**config.mk**
```make
export PLATFORM = sky130hd
export DESIGN_NAME = decode_issue_ctrl_flat
export DESIGN_NICKNAME = d
export VERILOG_FILES = /design/src/rtl/decode_issue_ctrl_pkg.sv /design/src/rtl/decode_issue_ctrl_if.sv /design/src/rtl/decode_issue_ctrl_imm_src_decoder.sv /design/src/rtl/decode_issue_ctrl.sv /design/src/flat_wrapper.sv
export SDC_FILE = /design/constraint.sdc
export NUM_CORES = 1
export LEC_CHECK = 0
export CAP_MARGIN = 15
export CORE_MARGIN = 1
export CORE_UTILIZATION = 49
export DETAILED_ROUTE_END_ITERATION = 6
export PLACE_DENSITY_LB_ADDON = 0.08
export RECOVER_POWER = 25
export SETUP_SLACK_MARGIN = 0.15
export SYNTH_ARGS = -nofsm -noshare
export SYNTH_HDL_FRONTEND = slang
export SYNTH_HIERARCHICAL = 1
export SYNTH_SLANG_ARGS = --single-unit
```
**constraint.sdc**
```tcl
create_clock -name clk -period 1.93 [get_ports clk]
set_input_delay 0.2895 -clock clk [delete_from_list [all_inputs] [get_ports clk]]
set_output_delay 0.2895 -clock clk [all_outputs]
set_load 0.05 [all_outputs]
```
**src/rtl/decode_issue_ctrl_pkg.sv**
```systemverilog
// Shared opcode constants and enums for the decode issue controller and immediate decoder.
// Latency: n/a (types and constants only).
// Backpressure: n/a. Optional feature macro used by the design: DECODE_ILLEGAL_TRAP_EN.
package decode_pkg;

  // Base RV32 major opcodes (instr[6:0]) that the classifier recognises.
  localparam logic [6:0] OP_IMM = 7'b0010011;
  localparam logic [6:0] LOAD   = 7'b0000011;
  localparam logic [6:0] JALR   = 7'b1100111;
  localparam logic [6:0] SYSTEM = 7'b1110011;
  localparam logic [6:0] STORE  = 7'b0100011;
  localparam logic [6:0] BRANCH = 7'b1100011;
  localparam logic [6:0] LUI    = 7'b0110111;
  localparam logic [6:0] AUIPC  = 7'b0010111;
  localparam logic [6:0] JAL    = 7'b1101111;
  localparam logic [6:0] OP     = 7'b0110011;

  // Immediate-format select consumed by the immediate generator.
  typedef enum logic [2:0] {
    IMM_I = 3'b000,
    IMM_S = 3'b001,
    IMM_B = 3'b010,
    IMM_U = 3'b011,
    IMM_J = 3'b100
  } imm_src_t;

  // Occupancy of the output register plus skid register.
  typedef enum logic [1:0] {
    EMPTY = 2'd0,
    ONE   = 2'd1,
    TWO   = 2'd2
  } issue_state_t;

endpackage

```
**src/rtl/decode_issue_ctrl_if.sv**
```systemverilog
// Fetch-side and execute-side handshake bundle of the decode issue controller.
// Latency: n/a (wires only); slave = controller, master = fetch/execute environment.
// Backpressure: in_ready/out_ready; out_illegal exists only with DECODE_ILLEGAL_TRAP_EN.
interface decode_issue_ctrl_if #(
  parameter int DATA_WIDTH = 32,
  parameter int ADDR_WIDTH = 32
);
  logic                  in_valid;
  logic                  in_ready;
  logic [DATA_WIDTH-1:0] in_instr;
  logic [ADDR_WIDTH-1:0] in_pc;
  logic                  flush;
  logic                  out_valid;
  logic                  out_ready;
  logic [DATA_WIDTH-1:0] out_instr;
  logic [ADDR_WIDTH-1:0] out_pc;
  logic [2:0]            out_imm_src;
`ifdef DECODE_ILLEGAL_TRAP_EN
  logic                  out_illegal;
`endif

  modport master (
    output in_valid, in_instr, in_pc, flush, out_ready,
    input  in_ready, out_valid, out_instr, out_pc, out_imm_src
`ifdef DECODE_ILLEGAL_TRAP_EN
    , input out_illegal
`endif
  );

  modport slave (
    input  in_valid, in_instr, in_pc, flush, out_ready,
    output in_ready, out_valid, out_instr, out_pc, out_imm_src
`ifdef DECODE_ILLEGAL_TRAP_EN
    , output out_illegal
`endif
  );
endinterface

```
**src/rtl/decode_issue_ctrl_imm_src_decoder.sv**
```systemverilog
// Combinational opcode classifier: opcode -> immediate-format select (+ illegal flag).
// Latency: 0 cycles, purely combinational.
// Backpressure: none. The illegal output exists only with DECODE_ILLEGAL_TRAP_EN.
module imm_src_decoder
  import decode_pkg::*;
(
  input  logic [6:0] opcode,
  output imm_src_t   imm_src
`ifdef DECODE_ILLEGAL_TRAP_EN
  , output logic     illegal
`endif
);

  // R-type and unknown opcodes carry no immediate; I is the harmless default.
  always_comb begin
    imm_src = IMM_I;
`ifdef DECODE_ILLEGAL_TRAP_EN
    illegal = 1'b0;
`endif
    case (opcode)
      OP_IMM, LOAD, JALR, SYSTEM, OP: imm_src = IMM_I;
      STORE:                          imm_src = IMM_S;
      BRANCH:                         imm_src = IMM_B;
      LUI, AUIPC:                     imm_src = IMM_U;
      JAL:                            imm_src = IMM_J;
      default: begin
        imm_src = IMM_I;
`ifdef DECODE_ILLEGAL_TRAP_EN
        illegal = 1'b1;
`endif
      end
    endcase
  end

endmodule

```
**src/rtl/decode_issue_ctrl.sv**
```systemverilog
// Decode issue controller: 2-entry skid buffer between fetch and ID/EX, classifies at capture.
// Latency: accepted in cycle N -> on out_* in N+1; 1 instr/cycle with out_ready held high.
// Backpressure: in_ready is a flop (low when skid full / illegal held with DECODE_ILLEGAL_TRAP_EN).
module decode_issue_ctrl
  import decode_pkg::*;
#(
  parameter int DATA_WIDTH = 32,
  parameter int ADDR_WIDTH = 32
) (
  input logic          clk,
  input logic          rst_n,
  decode_issue_ctrl_if.slave bus
);

  issue_state_t          state_q, state_d;
  logic [DATA_WIDTH-1:0] out_instr_q, out_instr_d, skid_instr_q, skid_instr_d;
  logic [ADDR_WIDTH-1:0] out_pc_q, out_pc_d, skid_pc_q, skid_pc_d;
  imm_src_t              out_imm_q, out_imm_d, skid_imm_q, skid_imm_d;
  imm_src_t              in_imm;
  logic                  in_ready_q, in_ready_d;
  logic                  in_fire, out_fire, out_valid;
`ifdef DECODE_ILLEGAL_TRAP_EN
  logic                  in_ill, out_ill_q, out_ill_d, skid_ill_q, skid_ill_d;
`endif

  imm_src_decoder u_imm_src_decoder (
    .opcode  (bus.in_instr[6:0]),
    .imm_src (in_imm)
`ifdef DECODE_ILLEGAL_TRAP_EN
    , .illegal (in_ill)
`endif
  );

  assign out_valid = (state_q != EMPTY);
  assign in_fire   = bus.in_valid & in_ready_q;
  assign out_fire  = out_valid & bus.out_ready;

  // Next occupancy and register contents; flush wins over any fire in the same cycle.
  always_comb begin
    state_d      = state_q;
    out_instr_d  = out_instr_q;
    out_pc_d     = out_pc_q;
    out_imm_d    = out_imm_q;
    skid_instr_d = skid_instr_q;
    skid_pc_d    = skid_pc_q;
    skid_imm_d   = skid_imm_q;
`ifdef DECODE_ILLEGAL_TRAP_EN
    out_ill_d    = out_ill_q;
    skid_ill_d   = skid_ill_q;
`endif
    if (bus.flush) begin
      state_d      = EMPTY;
      out_instr_d  = '0;
      out_pc_d     = '0;
      out_imm_d    = IMM_I;
      skid_instr_d = '0;
      skid_pc_d    = '0;
      skid_imm_d   = IMM_I;
`ifdef DECODE_ILLEGAL_TRAP_EN
      out_ill_d    = 1'b0;
      skid_ill_d   = 1'b0;
`endif
    end else begin
      case (state_q)
        EMPTY: begin
          if (in_fire) begin
            state_d     = ONE;
            out_instr_d = bus.in_instr;
            out_pc_d    = bus.in_pc;
            out_imm_d   = in_imm;
`ifdef DECODE_ILLEGAL_TRAP_EN
            out_ill_d   = in_ill;
`endif
          end
        end
        ONE: begin
          if (in_fire && out_fire) begin
            out_instr_d = bus.in_instr;
            out_pc_d    = bus.in_pc;
            out_imm_d   = in_imm;
`ifdef DECODE_ILLEGAL_TRAP_EN
            out_ill_d   = in_ill;
`endif
          end else if (in_fire) begin
            state_d      = TWO;
            skid_instr_d = bus.in_instr;
            skid_pc_d    = bus.in_pc;
            skid_imm_d   = in_imm;
`ifdef DECODE_ILLEGAL_TRAP_EN
            skid_ill_d   = in_ill;
`endif
          end else if (out_fire) begin
            state_d = EMPTY;
          end
        end
        TWO: begin
          if (out_fire) begin
            state_d     = ONE;
            out_instr_d = skid_instr_q;
            out_pc_d    = skid_pc_q;
            out_imm_d   = skid_imm_q;
`ifdef DECODE_ILLEGAL_TRAP_EN
            out_ill_d   = skid_ill_q;
`endif
          end
        end
        default: state_d = EMPTY;
      endcase
    end
    // Ready is precomputed for next cycle so it never depends on out_ready combinationally.
    in_ready_d = (state_d != TWO);
`ifdef DECODE_ILLEGAL_TRAP_EN
    // A held trap must be the youngest instruction, so stop accepting until it leaves.
    if (((state_d != EMPTY) && out_ill_d) || ((state_d == TWO) && skid_ill_d)) begin
      in_ready_d = 1'b0;
    end
`endif
  end

  // State and data registers; reset drops everything and holds off fetch.
  always_ff @(posedge clk) begin
    if (!rst_n) begin
      state_q      <= EMPTY;
      in_ready_q   <= 1'b0;
      out_instr_q  <= '0;
      out_pc_q     <= '0;
      out_imm_q    <= IMM_I;
      skid_instr_q <= '0;
      skid_pc_q    <= '0;
      skid_imm_q   <= IMM_I;
`ifdef DECODE_ILLEGAL_TRAP_EN
      out_ill_q    <= 1'b0;
      skid_ill_q   <= 1'b0;
`endif
    end else begin
      state_q      <= state_d;
      in_ready_q   <= in_ready_d;
      out_instr_q  <= out_instr_d;
      out_pc_q     <= out_pc_d;
      out_imm_q    <= out_imm_d;
      skid_instr_q <= skid_instr_d;
      skid_pc_q    <= skid_pc_d;
      skid_imm_q   <= skid_imm_d;
`ifdef DECODE_ILLEGAL_TRAP_EN
      out_ill_q    <= out_ill_d;
      skid_ill_q   <= skid_ill_d;
`endif
    end
  end

  assign bus.in_ready    = in_ready_q;
  assign bus.out_valid   = out_valid;
  assign bus.out_instr   = out_instr_q;
  assign bus.out_pc      = out_pc_q;
  assign bus.out_imm_src = out_imm_q;
`ifdef DECODE_ILLEGAL_TRAP_EN
  assign bus.out_illegal = out_ill_q;
`endif

endmodule

```
**src/flat_wrapper.sv**
```systemverilog
// flat-port wrapper written by rule: the top's interface ports become plain ports
module decode_issue_ctrl_flat import decode_pkg::*;
#(
  parameter int DATA_WIDTH = 32,
  parameter int ADDR_WIDTH = 32
)
  (clk, rst_n, bus_in_valid, bus_in_instr, bus_in_pc, bus_flush, bus_out_ready, bus_in_ready, bus_out_valid, bus_out_instr, bus_out_pc, bus_out_imm_src);
  decode_issue_ctrl_if #(.DATA_WIDTH(DATA_WIDTH), .ADDR_WIDTH(ADDR_WIDTH)) bus_i ();
  input logic clk;
  input logic rst_n;
  input wire logic [$bits(bus_i.in_valid)-1:0] bus_in_valid;
  input wire logic [$bits(bus_i.in_instr)-1:0] bus_in_instr;
  input wire logic [$bits(bus_i.in_pc)-1:0] bus_in_pc;
  input wire logic [$bits(bus_i.flush)-1:0] bus_flush;
  input wire logic [$bits(bus_i.out_ready)-1:0] bus_out_ready;
  output wire logic [$bits(bus_i.in_ready)-1:0] bus_in_ready;
  output wire logic [$bits(bus_i.out_valid)-1:0] bus_out_valid;
  output wire logic [$bits(bus_i.out_instr)-1:0] bus_out_instr;
  output wire logic [$bits(bus_i.out_pc)-1:0] bus_out_pc;
  output wire logic [$bits(bus_i.out_imm_src)-1:0] bus_out_imm_src;
  assign bus_i.in_valid = bus_in_valid;
  assign bus_i.in_instr = bus_in_instr;
  assign bus_i.in_pc = bus_in_pc;
  assign bus_i.flush = bus_flush;
  assign bus_i.out_ready = bus_out_ready;
  assign bus_in_ready = bus_i.in_ready;
  assign bus_out_valid = bus_i.out_valid;
  assign bus_out_instr = bus_i.out_instr;
  assign bus_out_pc = bus_i.out_pc;
  assign bus_out_imm_src = bus_i.out_imm_src;
  decode_issue_ctrl #(.DATA_WIDTH(DATA_WIDTH), .ADDR_WIDTH(ADDR_WIDTH)) u_core (.clk(clk), .rst_n(rst_n), .bus(bus_i));
endmodule
```
==> results.py <==
metrics = {
    "global_route": {
        "grt_usage_pct": 24.0,
        "antenna_found_initial": 0,
        "grt_pass1_vias": 4574,
        "overflow": 0,
        "grt_max_degree": 87,
        "grt_pass1_wl_um": 21800,
    },
    "clocking": {
        "cts.sinks": 137,
        "clock_path_buffers": 2,
        "cts_buffers": 17,
        "cts_root_buf": "clkbuf_8",
        "clk_latency_ns": 0.51,
        "htreeDepth": 4,
        "clk_pin_slew_ns": 0.06,
        "cts_tree": "done",
        "post_cts_buffers": 0,
    },
    "timing": {
        "drv_slew": 0,
        "period_share_pct": 92.3,
        "fin_skew_ns": 0.00496,
        "slew_headroom_pct": 57.0,
        "grt_setup_unrepaired": "false",
        "setup_violations": 0,
        "finalCriticalPeriod_ns": 1.78,
        "worst_slack_ns": 0.148,
        "hold_viol": 0,
        "tightest_slew_ns": 0.647,
        "timing.hold.ws_ns": 0.354,
        "fmax_mhz": 561,
    },
    "cells_and_area": {
        "fin_area_um2": 7480,
        "multiInputGateArea_um2": 2430,
        "stdcell_count": 900,
        "drive_above_1_share_pct": 8.42,
        "syn_to_final_growth_pct": 38.2,
        "antennaDiodeCount": 0,
        "n_fill_cell": 874,
        "design.final.nets": 816,
        "regArea_um2": 2740,
    },
    "floorplanning": {
        "die_w_um": 107,
        "die_area_um2": 11500,
        "start_util_pct": 50.1,
        "die_y_um": 107,
        "io_pins": 138,
        "num_rows": 38,
        "core_area_um2": 10800,
    },
    "pwr": {
        "p_per_area_nw_per_um2": 907,
        "total_leakage_power_nw": 3.38,
        "vdd_drop_max_mv": 0.618,
    },
    "setup_path": {
        "worstPathCellList": "or2_2 > buf_12",
        "path_class": "reg2out",
        "arrival_ns": 1.49,
        "worst_setup_path_end_kind": "output port",
        "slowest_stage": "dfxtp_1",
        "cp_max_fo": 10,
        "critPathLaunchType": "register",
        "crit_required_ns": 1.64,
        "cpLargestDelayFamily": "flip-flops",
        "critPathBufInv": 1,
        "cpPeakStageDelay_ns": 0.44,
    },
    "synth": {
        "synthCells": 622,
        "synthXorXnorAreaFrac_pct": 0,
        "synth_area_um2": 5410,
        "yosys_warnings": 6,
        "async_reset_ff_share_pct": 0,
        "ys_seq_area_share_pct": 50.7,
        "synthAdderAreaFrac_pct": 0,
        "synth-compound-area-share_pct": 19.8,
        "synth.distinct_cells": 27,
        "synth.net_count": 691,
        "syn_area_per_cell_um2": 8.70,
        "synth_ff_type": "dfxtp_1",
        "synthSimpleGateAreaFrac_pct": 12.0,
        "muxShareOfSynthArea_pct": 12.6,
        "synth_top_family_by_area": "compound AO/OA/AOI/OAI gates",
        "synth_edf_count": 0,
        "yosys_register_bits": 137,
    },
    "min_path": {
        "holdCritPathClass": "in2reg",
    },
    "place": {
        "io_buffer_count": 137,
        "dp_worst_setup_slack_ns": -0.0694,
        "dpl.hpwl_um": 8410,
        "place_area_um2": 6990,
        "dp.cells": 868,
        "gp_congestion": 0.770,
    },
    "detailed_routing": {
        "vias": 4768,
        "post_drt_wl_per_cell_um": 14.9,
        "dr.first_iter.drc_count": 268,
        "drt_pass1_iterations": 5,
        "drc": 0,
        "ant_nets": 0,
        "totalWireLength_um": 13400,
        "via_per_inst": 5.30,
    },
    "outcome": {
        "outcome": "completed",
    },
    "flow_run": {
        "cap_viol_max_count": 0,
    },
}
==> where the power goes <==
part	leakage, nW	switching [W]	internal, W
Clock	0.293	0.00119	0.00201
Combinational	1.98	0.000406	0.000268
Sequential	1.11	0.0000277	0.00288
==> per-layer routing <==
layer | vias up | track usage [%] | share of wire, %
met2 | 125 | 40.5 | 49
li1 | 2388 | - | -
met4 | 0 | 8.61 | 1.2
met3 | 12 | 6.87 | 5.6
met5 | - | 0 | 0
met1 | 2243 | 29.1 | 44
==> cells by family after synthesis <==
kind of cell           Yosys count
multiplexers                    68
AND/OR/NAND/NOR                157
buffers and inverters           53
flip-flops                     137
AO/OA/AOI/OAI                  207
==> synthesized netlist by cell type, drive strengths merged, types with 2 or more instances <==
master / count / area, um^2
nand2: 140 / 528
dfxtp: 137 / 2740
a21oi: 134 / 671
mux2i: 68 / 681
o21ai: 67 / 335
clkbuf: 28 / 105
buf: 25 / 161
nand2b: 3 / 18.8
nor2b: 3 / 18.8
a211oi: 2 / 15.0
nand3b: 2 / 15.0
==> area by class of cell <==
| type | instances | share of cell area (%) |
|---|---|---|
| clock inverters | 10 | 1.56 |
| flip-flops and latches | 137 | 36.7 |
| repair buffers | 159 | 20.5 |
| well taps | 140 | 2.34 |
| clock buffers | 22 | 6.46 |
| multi-input cells | 432 | 32.4 |
==> path summary, 6_finish.rpt <==
| check | depth (start not counted) | end | slack [ns] | startpoint |
|---|---|---|---|---|
| worst max register to register | 4 | u_core/skid_instr_q[16]$_SDFFE_PP0P_ | 0.22 | u_core/state_q[1]$_SDFF_PN0_ |
| worst min register to register | 2 | u_core/skid_pc_q[2]$_SDFFE_PP0P_ | 0.45 | u_core/skid_pc_q[2]$_SDFFE_PP0P_ |
| worst min-delay path | 3 | u_core/skid_pc_q[17]$_SDFFE_PP0P_ | 0.35 | bus_in_pc[17] |
| worst max-delay path | 2 | bus_out_valid | 0.15 | u_core/state_q[1]$_SDFF_PN0_ |
==> cell usage in the layout, fill, tap and decap left out, types with 2 or more instances in the layout <==
cell,instances
nor2b_1,2
buf_4,12
dlygate4sd2_1,67
nand3b_1,2
clkbuf_1,2
clkdlybuf4s50_1,68
clkinvlp_4,2
buf_12,8
a211oi_1,2
clkinv_2,3
mux2i_1,68
o21ai_0,67
dfxtp_1,136
clkbuf_16,16
a21oi_1,134
clkbuf_8,6
clkinv_4,3
bufinv_16,2
clkbuf_2,2
nand2_1,139
==> sequential cells by signal, summed over array words and instances (netlist names) <==
name,flops
u_core/bus.out_pc,32
u_core/skid_instr_q,32
u_core/skid_imm_q,3
u_core/bus.out_imm_src,3
u_core/bus.out_instr,32
u_core/bus.in_ready,1
u_core/skid_pc_q,32
u_core/state_q,2
==> what timing repair did <==
item                                    4_1_cts  5_1_grt
hold buffers                                  0        0
endpoints found under the setup margin       68        0
gates resized for setup                      68        0
==> metrics by stage <==
step	total power, W	util, %	TNS (ns)
final	0.00679	69.3	0
after global routing	0.00703	69.3	0
after CTS	0.00685	69.6	0
after detailed placement	0.00368	64.8	-0.926
after global placement	0.00367	64.8	-0.0163
after floorplan	0.00333	-	0
==> worst min-delay path, cell delays in order <==
cell and delay (ns):
clkdlybuf4s50_1 0.42, nand2_1 0.06, a21oi_1 0.05
Note: power is estimated with default switching activity, not from simulation.
